===== config.mk =====
export PLATFORM = sky130hd
export DESIGN_NAME = uart_rx_param
export DESIGN_NICKNAME = d
export VERILOG_FILES = /design/src/rtl/uart_rx_param.sv
export SDC_FILE = /design/constraint.sdc
export NUM_CORES = 1
export LEC_CHECK = 0
export ABC_AREA = 1
export CORE_MARGIN = 1
export CORE_UTILIZATION = 36
export DETAILED_ROUTE_END_ITERATION = 8
export DONT_BUFFER_PORTS = 1
export SETUP_SLACK_MARGIN = 0.5
export SLEW_MARGIN = 20
export SYNTH_ARGS = -nofsm -noshare
export SYNTH_HDL_FRONTEND = slang
export SYNTH_SLANG_ARGS = --single-unit

===== constraint.sdc =====
create_clock -name i_clk -period 1.4 [get_ports i_clk]
set_input_delay 0 -clock i_clk [delete_from_list [all_inputs] [get_ports i_clk]]
set_output_delay 0 -clock i_clk [all_outputs]
set_load 0.1 [all_outputs]

===== src/rtl/uart_rx_param.sv =====
// uart_rx_param: parametrised UART receiver with run-time parity selection.
//
// Frame: start bit, DATA_BITS data bits LSB first, optional parity bit, then
// STOP_BITS stop bits. Each completed frame is offered on a valid/ready
// output together with its parity and framing flags. A frame that completes
// while the previous word is still unaccepted is dropped and flagged as
// overrun.
//
// Parameters:
//   CLK_FREQ   system clock frequency in Hz
//   BAUD       line rate; CLKS_PER_BIT = CLK_FREQ / BAUD (truncated, >= 2)
//   DATA_BITS  data bits per frame, 5..9
//   STOP_BITS  stop bits checked, 1 or 2
//
// Ports:
//   i_clk          system clock
//   i_rst          synchronous reset, active-high
//   i_rx           asynchronous serial line, idle high
//   i_parity_mode  00 none, 01 even, 10 odd, 11 none (latched per frame)
//   o_data         received word
//   o_valid        o_data and flags valid; held until accepted
//   i_ready        consumer accepts on o_valid & i_ready
//   o_parity_err   parity mismatch for the presented word
//   o_frame_err    a stop bit was sampled low
//   o_overrun      at least one frame was dropped while o_valid was held
//
// Build option:
//   UART_RX_MAJORITY_EN  when defined, every bit is the 2-of-3 majority of the
//                        synchronised samples at mid-1, mid and mid+1; the
//                        decision (and all outputs) move one cycle later.

module uart_rx_param #(
  parameter int CLK_FREQ  = 50_000_000,
  parameter int BAUD      = 115200,
  parameter int DATA_BITS = 8,
  parameter int STOP_BITS = 1
) (
  input  logic                 i_clk,
  input  logic                 i_rst,
  input  logic                 i_rx,
  input  logic [1:0]           i_parity_mode,
  output logic [DATA_BITS-1:0] o_data,
  output logic                 o_valid,
  input  logic                 i_ready,
  output logic                 o_parity_err,
  output logic                 o_frame_err,
  output logic                 o_overrun
);

  localparam int CLKS_PER_BIT = CLK_FREQ / BAUD;
  localparam int HALF_BIT     = CLKS_PER_BIT / 2;
  localparam int CNT_W        = (CLKS_PER_BIT > 2) ? $clog2(CLKS_PER_BIT) : 1;

  // The counter starts one cycle after the synchronised edge is seen, and
  // the synchronised value lags the line by two cycles; a start-bit compare
  // value of HALF_BIT-1 therefore lands on line time HALF_BIT after the edge.
`ifdef UART_RX_MAJORITY_EN
  localparam int START_SAMPLE = HALF_BIT;
`else
  localparam int START_SAMPLE = HALF_BIT - 1;
`endif

  localparam logic [CNT_W-1:0] START_CNT = CNT_W'(START_SAMPLE);
  localparam logic [CNT_W-1:0] BIT_CNT   = CNT_W'(CLKS_PER_BIT - 1);
  localparam logic [3:0]       DATA_LAST = 4'(DATA_BITS - 1);
  localparam logic [3:0]       STOP_LAST = 4'(STOP_BITS - 1);

  typedef enum logic [2:0] {
    S_IDLE,
    S_START,
    S_DATA,
    S_PARITY,
    S_STOP,
    S_WAIT_IDLE
  } state_e;

  state_e               state_q, state_d;
  logic                 rx_meta_q, rx_sync_q, rx_prev_q;
  logic [CNT_W-1:0]     cnt_q, cnt_d;
  logic [3:0]           idx_q, idx_d;
  logic [DATA_BITS-1:0] shift_q, shift_d;
  logic [1:0]           mode_q, mode_d;
  logic                 perr_pend_q, perr_pend_d;
  logic                 ferr_pend_q, ferr_pend_d;
  logic                 done_q, done_d;
  logic [DATA_BITS-1:0] data_q, data_d;
  logic                 valid_q, valid_d;
  logic                 perr_q, perr_d;
  logic                 ferr_q, ferr_d;
  logic                 ovr_q, ovr_d;

  logic rx_bit;
  logic start_edge;
  logic par_en;
  logic par_expected;
  logic accept;

`ifdef UART_RX_MAJORITY_EN
  logic rx_prev2_q;
  assign rx_bit = (rx_sync_q & rx_prev_q) | (rx_sync_q & rx_prev2_q) |
                  (rx_prev_q & rx_prev2_q);
`else
  assign rx_bit = rx_sync_q;
`endif

  assign start_edge   = rx_prev_q & ~rx_sync_q;
  assign par_en       = (mode_q == 2'b01) || (mode_q == 2'b10);
  assign par_expected = (mode_q == 2'b10) ? ~^shift_q : ^shift_q;
  assign accept       = valid_q & i_ready;

  always_ff @(posedge i_clk) begin
    if (i_rst) begin
      state_q     <= S_IDLE;
      rx_meta_q   <= 1'b1;
      rx_sync_q   <= 1'b1;
      rx_prev_q   <= 1'b1;
`ifdef UART_RX_MAJORITY_EN
      rx_prev2_q  <= 1'b1;
`endif
      cnt_q       <= '0;
      idx_q       <= '0;
      shift_q     <= '0;
      mode_q      <= '0;
      perr_pend_q <= 1'b0;
      ferr_pend_q <= 1'b0;
      done_q      <= 1'b0;
      data_q      <= '0;
      valid_q     <= 1'b0;
      perr_q      <= 1'b0;
      ferr_q      <= 1'b0;
      ovr_q       <= 1'b0;
    end else begin
      state_q     <= state_d;
      rx_meta_q   <= i_rx;
      rx_sync_q   <= rx_meta_q;
      rx_prev_q   <= rx_sync_q;
`ifdef UART_RX_MAJORITY_EN
      rx_prev2_q  <= rx_prev_q;
`endif
      cnt_q       <= cnt_d;
      idx_q       <= idx_d;
      shift_q     <= shift_d;
      mode_q      <= mode_d;
      perr_pend_q <= perr_pend_d;
      ferr_pend_q <= ferr_pend_d;
      done_q      <= done_d;
      data_q      <= data_d;
      valid_q     <= valid_d;
      perr_q      <= perr_d;
      ferr_q      <= ferr_d;
      ovr_q       <= ovr_d;
    end
  end

  always_comb begin
    state_d     = state_q;
    cnt_d       = cnt_q;
    idx_d       = idx_q;
    shift_d     = shift_q;
    mode_d      = mode_q;
    perr_pend_d = perr_pend_q;
    ferr_pend_d = ferr_pend_q;
    done_d      = 1'b0;

    case (state_q)
      S_IDLE: begin
        cnt_d = '0;
        if (start_edge) begin
          state_d     = S_START;
          mode_d      = i_parity_mode;
          perr_pend_d = 1'b0;
          ferr_pend_d = 1'b0;
        end
      end
      S_START: begin
        if (cnt_q == START_CNT) begin
          cnt_d   = '0;
          idx_d   = '0;
          state_d = rx_bit ? S_IDLE : S_DATA;
        end else begin
          cnt_d = cnt_q + 1'b1;
        end
      end
      S_DATA: begin
        if (cnt_q == BIT_CNT) begin
          cnt_d   = '0;
          shift_d = {rx_bit, shift_q[DATA_BITS-1:1]};
          if (idx_q == DATA_LAST) begin
            idx_d   = '0;
            state_d = par_en ? S_PARITY : S_STOP;
          end else begin
            idx_d = idx_q + 1'b1;
          end
        end else begin
          cnt_d = cnt_q + 1'b1;
        end
      end
      S_PARITY: begin
        if (cnt_q == BIT_CNT) begin
          cnt_d       = '0;
          perr_pend_d = rx_bit ^ par_expected;
          state_d     = S_STOP;
        end else begin
          cnt_d = cnt_q + 1'b1;
        end
      end
      S_STOP: begin
        if (cnt_q == BIT_CNT) begin
          cnt_d = '0;
          if (!rx_bit) ferr_pend_d = 1'b1;
          if (idx_q == STOP_LAST) begin
            idx_d   = '0;
            done_d  = 1'b1;
            // A low final stop bit may be a break; hold off start detection
            // until the line is seen high again.
            state_d = rx_bit ? S_IDLE : S_WAIT_IDLE;
          end else begin
            idx_d = idx_q + 1'b1;
          end
        end else begin
          cnt_d = cnt_q + 1'b1;
        end
      end
      S_WAIT_IDLE: begin
        if (rx_sync_q) state_d = S_IDLE;
      end
      default: state_d = S_IDLE;
    endcase
  end

  // Handshake first, then a completing frame overrides it: a frame finishing
  // on the accepting edge reloads the holding register without overrun.
  always_comb begin
    data_d  = data_q;
    valid_d = valid_q;
    perr_d  = perr_q;
    ferr_d  = ferr_q;
    ovr_d   = ovr_q;

    if (accept) begin
      valid_d = 1'b0;
      perr_d  = 1'b0;
      ferr_d  = 1'b0;
      ovr_d   = 1'b0;
    end

    if (done_q) begin
      if (!valid_q || accept) begin
        data_d  = shift_q;
        valid_d = 1'b1;
        perr_d  = perr_pend_q;
        ferr_d  = ferr_pend_q;
        ovr_d   = 1'b0;
      end else begin
        ovr_d = 1'b1;
      end
    end
  end

  assign o_data       = data_q;
  assign o_valid      = valid_q;
  assign o_parity_err = perr_q;
  assign o_frame_err  = ferr_q;
  assign o_overrun    = ovr_q;

endmodule


* Word-level counts from Yosys, hierarchy flattened
Index checks and enable logic that the tools add are counted. Widths: inputs -> output; s select.
Storage, ports and cells: word-level logic and storage cells 105, bits in registers 44
Operators by class: equality and inequality tests 19, mux-type cells 41, $add $sub $neg 2, bitwise operators 6, reductions and logical operators 21
Operator list (count):
- $mux 3 | 10
- $pmux 9 s3 | 1
- $mux 4 | 5
- $mux 1 | 18
- $mux 9 | 2
- $ne 2x2->1 const B | 9
- $pmux 3 s6 | 1
- $pmux 4 s3 | 1
- $add 9x1->9 const B | 1
- $eq 9x8->1 const B | 1
- $eq 9x9->1 const B | 1
- $reduce_and 4->1 | 2
- $reduce_and 8->1 | 1
- $reduce_xnor 8->1 | 1
- $reduce_xor 8->1 | 1
- $eq 3x2->1 const B | 2
- $eq 3x3->1 const B | 2
- $reduce_and 2->1 | 3
- $reduce_bool 2->1 | 3
- $reduce_bool 3->1 | 2
- $reduce_or 3->1 | 2
- $add 4x1->4 const B | 1
- $eq 4x3->1 const B | 1
- $logic_not 4->1 | 1
- 12 further kinds | 17

* Depth between registers and ports, before layout
Gate-level depths: netlist of the first run.
word-level depth 6, depth in mapped cells 11, mapped depth without buffers 11

* Least setup slack after synthesis of the first run
OpenSTA, ideal clock, no wires.
path kind register to register, start point register valid_q, in the netlist o_valid, end point register ferr_q, in the netlist o_frame_err, library setup time 0.126 ns, path slack -0.361 ns, buffers on the path 1, data required time 1.274 ns, data arrival time 1.636 ns, stages on the path, launching flop included 7, cells stage by stage dfxtp_1 -> inv_1 -> nor2_1 -> nor2_1 -> clkbuf_1 -> nand3_1 -> o21ai_0
On the way: cells in the longest elaborated chain, start to end 4
RTL lines:
- start, declared | RTL line 87 | logic valid_q, valid_d;
- start signal, assigned | RTL line 148 | valid_q <= valid_d;
- $and 1x1->1 / $logic_not 1->1 (equally long branches) | RTL line 109, 248
- $mux 1 / $logic_or 1x1->1 (equally long branches) | RTL line 240, 248
- $mux 1 | RTL line 248 | if (!valid_q || accept) begin
- $mux 1 (*) | RTL line 247 | if (done_q) begin
- end signal, assigned | RTL line 150 | ferr_q <= ferr_d;
- end, declared | RTL line 89 | logic ferr_q, ferr_d;
Mark *: on every way between the ends. The rest lies on a longest branch, timed or not. A chain may end at the register's enable or synchronous reset.

* Final worst setup path of the first run
start point register cnt_q[1], end point register idx_q[0]
On the way: cells in the longest elaborated chain, start to end 3
RTL lines:
- start, declared | RTL line 79 | logic [CNT_W-1:0] cnt_q, cnt_d;
- start signal, assigned | RTL line 140 | cnt_q <= cnt_d;
- $eq 9x9->1 / $eq 9x8->1 (equally long branches) | RTL line 185, 208, 176
- $ne 2x2->1 (no source line)
- $reduce_and 4->1 (no source line) (*)
- end signal, assigned | RTL line 141 | idx_q <= idx_d;
- end, declared | RTL line 80 | logic [3:0] idx_q, idx_d;
Marked as above.

==> results.json, run 1 <==
{
  "status": "finished, violations left",
  "failed_checks": "negative hold slack, negative setup slack",
  "gp_congestion": 0.787,
  "relSlewSlack_pct": 77.7,
  "port_buffers": 0,
  "clock_latency_ns": 0.30,
  "diodes": 0,
  "startpoint_type": "flop",
  "layout_commonest_cell": "nand2_1",
  "rsz0062_at_grt": "true",
  "grt_pass1_wl_mm": 9.27,
  "cts_hold_buffers": 5,
  "routed_via_density": 4.87,
  "top_usage_layer": "met2",
  "yosys_warnings": 0,
  "yosys.area_share.adder_pct": 3.41,
  "clkSinkCount": 44,
  "cp.arrival_ns": 1.65,
  "period_share_pct": 101,
  "drt_wl_total_mm": 5.70,
  "layout_common_cells": "nand2_1 (67), inv_1 (36), nor2_1 (32)",
  "min_period_ns": 1.41,
  "cts_buffer_depth": 2,
  "fillCellCount": 543,
  "io_pins": 18,
  "slew_violations": 0,
  "worst_pin_slew_ns": 0.333,
  "antenna_found_initial": 0,
  "nets": 393,
  "stdcell_area_sq_um": 3340,
  "synth_seq_area_share_pct": 40.0,
  "cts_max_level": 2,
  "rows": 28,
  "ant_nets": 0,
  "fin_tns_setup_ns": -0.0153,
  "worst-r2r-setup-slack_ns": -0.01,
  "start_util_pct": 37.2,
  "cp_max_fo": 5,
  "fin_ws_ns": -0.00954,
  "synth_compound_area_share_pct": 14.9,
  "dp_hpwl_mm": 3.56,
  "ys_ff_latch": 44,
  "cts_buffers": 5,
  "grt_overflow": 0,
  "synth_top_family_by_area": "simple AND/OR/NAND/NOR gates",
  "fin_util_pct": 56.5,
  "powerDensity_nw_per_um2": 1430,
  "grt_use_total_pct": 18.6,
  "area_growth_pct": 51.8,
  "setup_viol": 2,
  "post_dp_cell_area_sq_um": 2630,
  "critPathKind": "flop to flop",
  "synth_cell_types": 25,
  "min_path_type": "input port to flop",
  "synth-simple-area-share_pct": 30.9,
  "first_pass_iters": 4,
  "die_h_um": 80.2,
  "first_global_vias": 2125,
  "die_area_sq_um": 6430,
  "holdWs_ns": -0.254,
  "grt_max_degree": 33,
  "postSynthAreaPerCell_sq_um": 6.78,
  "clockRootBuffer": "clkbuf_8",
  "leakage_nw": 1.40,
  "worstPathRequired_ns": 1.64,
  "design.core.area_sq_um": 5920,
  "synth_nets": 337,
  "synth-xor-area-share_pct": 1.59,
  "gr-usage-met3_pct": 3.18,
  "drc_errors": 0,
  "use_met1_pct": 20.7,
  "skew_ns": 0.00931,
  "grtUsageMet2_pct": 34.4,
  "vdd_ir_drop_max_uv": 708,
  "cts_tree": "built",
  "num_vias": 2224,
  "drive_gt1_share_pct": 38.5,
  "drt_iter0_drc": 79,
  "wl_per_cell_um": 12.5,
  "maxCapViolCount": 0,
  "fp.dieW_um": 80.2,
  "finalNonFillerCells": 457,
  "dp_cells": 421,
  "cts.clk_slew.worst_paths_ns": 0.09,
  "syn_area_sq_um": 2200,
  "finalHoldViolCount": 12,
  "yosys-mux-area-fraction_pct": 0,
  "synthCells": 325,
  "fmax_ghz": 0.709,
  "cp-end-kind": "flop"
}
## per-stage QoR
stage / power [mW] / setup slack (ns)
finish: 4.78 / -0.00954
floorplan: 2.72 / 0.107
detailed placement: 3.08 / -0.0411
CTS: 4.62 / -0.0188
global placement: 3.05 / -0.0150
global route: 5.13 / -0.115
## routing by layer
metal,wire (um),part of all wire (%)
met1,2400,42
met2,3030,53
met5,0,0
met3,154,2.7
met4,115,2.0
## timing repair
item                                    in CTS  in global routing
endpoints found under the setup margin      51                 47
buffers inserted                            13                  6
resized for setup                           59                 32
gates cloned                                 4                  0
pin swaps                                   19                 10
hold endpoints to repair                    18                 12
## synthesized netlist by cell type (all sizes together)
cell | count | share of area [%]
a21oi | 28 | 6.4
nor4 | 1 | 0.28
nand3 | 20 | 5.0
xor2 | 3 | 1.2
nand4 | 6 | 1.7
nand3b | 2 | 0.68
nor2 | 41 | 7.8
ha | 6 | 3.4
buf | 2 | 0.45
dfxtp | 44 | 40
clkbuf | 4 | 0.68
xnor2 | 1 | 0.40
nor3 | 3 | 0.68
inv | 47 | 8.0
a21boi | 1 | 0.34
nand2 | 80 | 14
or2 | 2 | 0.57
o21ai | 34 | 8.2
## worst paths after layout
kind,cells after the start,end,start
max,10,idx_q[0],cnt_q[1]
min,1,done_q,i_rst
max reg2reg,10,idx_q[0],cnt_q[1]
min reg2reg,1,rx_bit,rx_meta_q
## final cells by class
class	instances	area [sq um]	area share [%]
clock inverter	1	30.0	0.898
tap	75	93.8	2.81
clock buffer	7	97.6	2.92
sequential	44	918	27.5
multi-input combinational	229	1400	41.9
inverter	47	179	5.35
timing repair buffer	54	623	18.6
## sequential cells by signal (all words and copies together) (netlist names)
name / cells
cnt_q: 9
o_data: 8
shift_q: 8
idx_q: 4
state_q: 3
mode_q: 2
done_q: 1
ferr_pend_q: 1
o_frame_err: 1
o_overrun: 1
o_parity_err: 1
o_valid: 1
perr_pend_q: 1
rx_bit: 1
rx_meta_q: 1
rx_prev_q: 1
## worst max-delay path, cell delays in order, from the launching register on
cell and delay (ns):
dfxtp_2 0.34, inv_4 0.07, ha_4 0.12, nand2_2 0.06
nor2_4 0.16, nand3_2 0.13, nand2_4 0.12, nand3_4 0.12
nand2_1 0.09, nand2_1 0.05, nor2_1 0.09
## kinds of logic (layout without fill, tap and decap cells)
logic type,after synthesis,count (layout)
simple gates,155,156
xor+xnor,4,4
flops,44,44
fa+ha+maj,6,6
compound gates,63,63
buf+inv,53,109
## report_power, final
part           leakage [nW]  internal, mW  switching (mW)
registers             0.368          1.40           0.168
logic                 0.969         0.884            1.24
clock network        0.0636         0.642           0.441
(Power assumes the default switching activity.)
==> run 2, diff against run 1 <==
--- a/config.mk
+++ b/config.mk
@@ -10,6 +10,7 @@
 export CORE_UTILIZATION = 36
 export DETAILED_ROUTE_END_ITERATION = 8
 export DONT_BUFFER_PORTS = 1
+export PLACE_DENSITY = 0.52
 export SETUP_SLACK_MARGIN = 0.5
 export SLEW_MARGIN = 20
 export SYNTH_ARGS = -nofsm -noshare
==> results.json, run 2 (synthesis gave the netlist of run 1 again) <==
{
  "cts.clk_slew.worst_paths_ns": 0.08,
  "cp-end-kind": "flop",
  "grt_pass1_wl_mm": 8.59,
  "die_h_um": 80.2,
  "area_growth_pct": 51.9,
  "min_period_ns": 1.43,
  "vdd_ir_drop_max_uv": 1040,
  "regToRegEndpoint": "idx_q[1]",
  "antenna_found_initial": 0,
  "drt_wl_total_mm": 5.44,
  "die_area_sq_um": 6430,
  "layout_commonest_cell": "nand2_1",
  "largest_register_ffs": 9,
  "num_vias": 2157,
  "layout_common_cells": "nand2_1 (63), inv_1 (37), nor2_1 (31)",
  "dp_cells": 425,
  "startpoint_type": "flop",
  "combPwrFrac_pct": 46.4,
  "stdcell_area_sq_um": 3350,
  "clkSinkCount": 44,
  "clockRootBuffer": "clkbuf_8",
  "critPathKind": "flop to flop",
  "diodes": 0,
  "wl_per_cell_um": 12.0,
  "cp_max_fo": 3,
  "pre_cts_ws_ns": -0.0315,
  "finalHoldViolCount": 0,
  "slew_violations": 0,
  "reg2reg_depth": 11,
  "clock_latency_ns": 0.30,
  "min_path_type": "input port to flop",
  "drc_errors": 0,
  "netSwitchingPower_mw": 1.85,
  "regMostFlops": "cnt_q",
  "nets": 389,
  "worst_pin_slew_ns": 0.535,
  "p_seq_share_pct": 35.0,
  "hold_depth": 4,
  "skew_ns": 0.00902,
  "grt_max_degree": 19,
  "ant_nets": 0,
  "rows": 28,
  "whs_endpoint": "o_valid",
  "fmax_ghz": 0.700,
  "min-delay-start": "i_ready",
  "cts_buffers": 5,
  "worst-r2r-setup-slack_ns": -0.03,
  "io_pins": 18,
  "grt_overflow": 0,
  "p_int_mw": 2.60,
  "switching_share_pct": 41.5,
  "cp.arrival_ns": 1.62,
  "cts_max_level": 2,
  "cts_tree": "built",
  "first_global_vias": 1974,
  "worstPathRequired_ns": 1.59,
  "drt_iter0_drc": 70,
  "grt_use_total_pct": 17.3,
  "finalNonFillerCells": 453,
  "fp.dieW_um": 80.2,
  "start_util_pct": 37.2,
  "first_pass_iters": 4,
  "design.core.area_sq_um": 5920,
  "routed_via_density": 4.76,
  "failed_checks": "negative setup slack",
  "drive_gt1_share_pct": 41.5,
  "dp_hpwl_mm": 3.54,
  "powerDensity_nw_per_um2": 1330,
  "cts_buffer_depth": 2,
  "timing.rr.start": "cnt_q[1]",
  "setup_viol": 6,
  "maxCapViolCount": 0,
  "post_dp_cell_area_sq_um": 2650,
  "fin_tns_setup_ns": -0.107,
  "power_frac_clock_pct": 18.6,
  "gp_congestion": 0.865,
  "relSlewSlack_pct": 64.4,
  "port_buffers": 0,
  "leakage_nw": 1.41,
  "period_share_pct": 102,
  "fin_ws_ns": -0.0276,
  "status": "finished, violations left",
  "rsz0062_at_grt": "true"
}
-- run 2: power groups by stage --
stage | combinational [mW] | sequential [mW] | clock [mW]
after CTS | 1.77 | 1.54 | 0.874
after global placement | 1.52 | 1.55 | 0
after detailed placement | 1.51 | 1.55 | 0
after global routing | 2.30 | 1.58 | 0.930
final | 2.06 | 1.56 | 0.830
after floorplan | 1.19 | 1.53 | 0
-- run 2: layout make-up --
cell class              count  area, sq um
flip-flops and latches     44          921
inverters                  47          176
clock buffers               6         82.6
fillers                   537         2570
well taps                  75         93.8
repair buffers             50          562
clock inverters             2         10.0
multi-input cells         229         1500
-- run 2: timing repair --
action	CTS	global route
gates cloned	1	3
setup buffers	6	4
gates resized for setup	35	70
endpoints found under the hold margin	20	0
hold buffers	6	0
pin swaps	12	23
setup endpoints to repair	52	43
-- run 2: metrics by stage --
step | hold slack [ns] | utilization [%] | total power [mW]
finish | 0.00367 | 56.5 | 4.45
global route | 0.0198 | 56.5 | 4.81
CTS | 0.0145 | 50.6 | 4.19
global placement | 0.0700 | 44.7 | 3.08
detailed placement | 0.0716 | 44.7 | 3.07
floorplan | 0.104 | - | 2.72
-- run 2: how the worst max path moves through the flow --
stage	startpoint	to	slack (ns)	cells past startpoint
floorplan	cnt_q[1]	idx_q[1]	0.11	11
global placement	state_q[1]	idx_q[1]	-0.03	9
detailed placement	cnt_q[0]	idx_q[1]	-0.03	11
CTS	cnt_q[0]	idx_q[1]	0.01	11
global route	cnt_q[0]	cnt_q[1]	-0.12	11
finish	cnt_q[1]	idx_q[1]	-0.03	11
-- run 2: worst max-delay path, cell delays in order (launching register included) --
cell	delay, ns
dfxtp_2	0.33
inv_2	0.08
ha_4	0.14
nand2_4	0.05
nor2_4	0.16
nand3_2	0.14
nand2_4	0.11
inv_1	0.06
nor2_4	0.11
nand2_1	0.05
nand2_1	0.05
nor2_1	0.03
-- run 2: metal layers --
metal	track usage [%]	part of all wire, %	vias to the layer above
li1	-	-	1145
met1	21.4	46	975
met2	28.7	49	25
met3	3.75	2.4	12
met4	7.68	2.2	0
met5	0	0	-
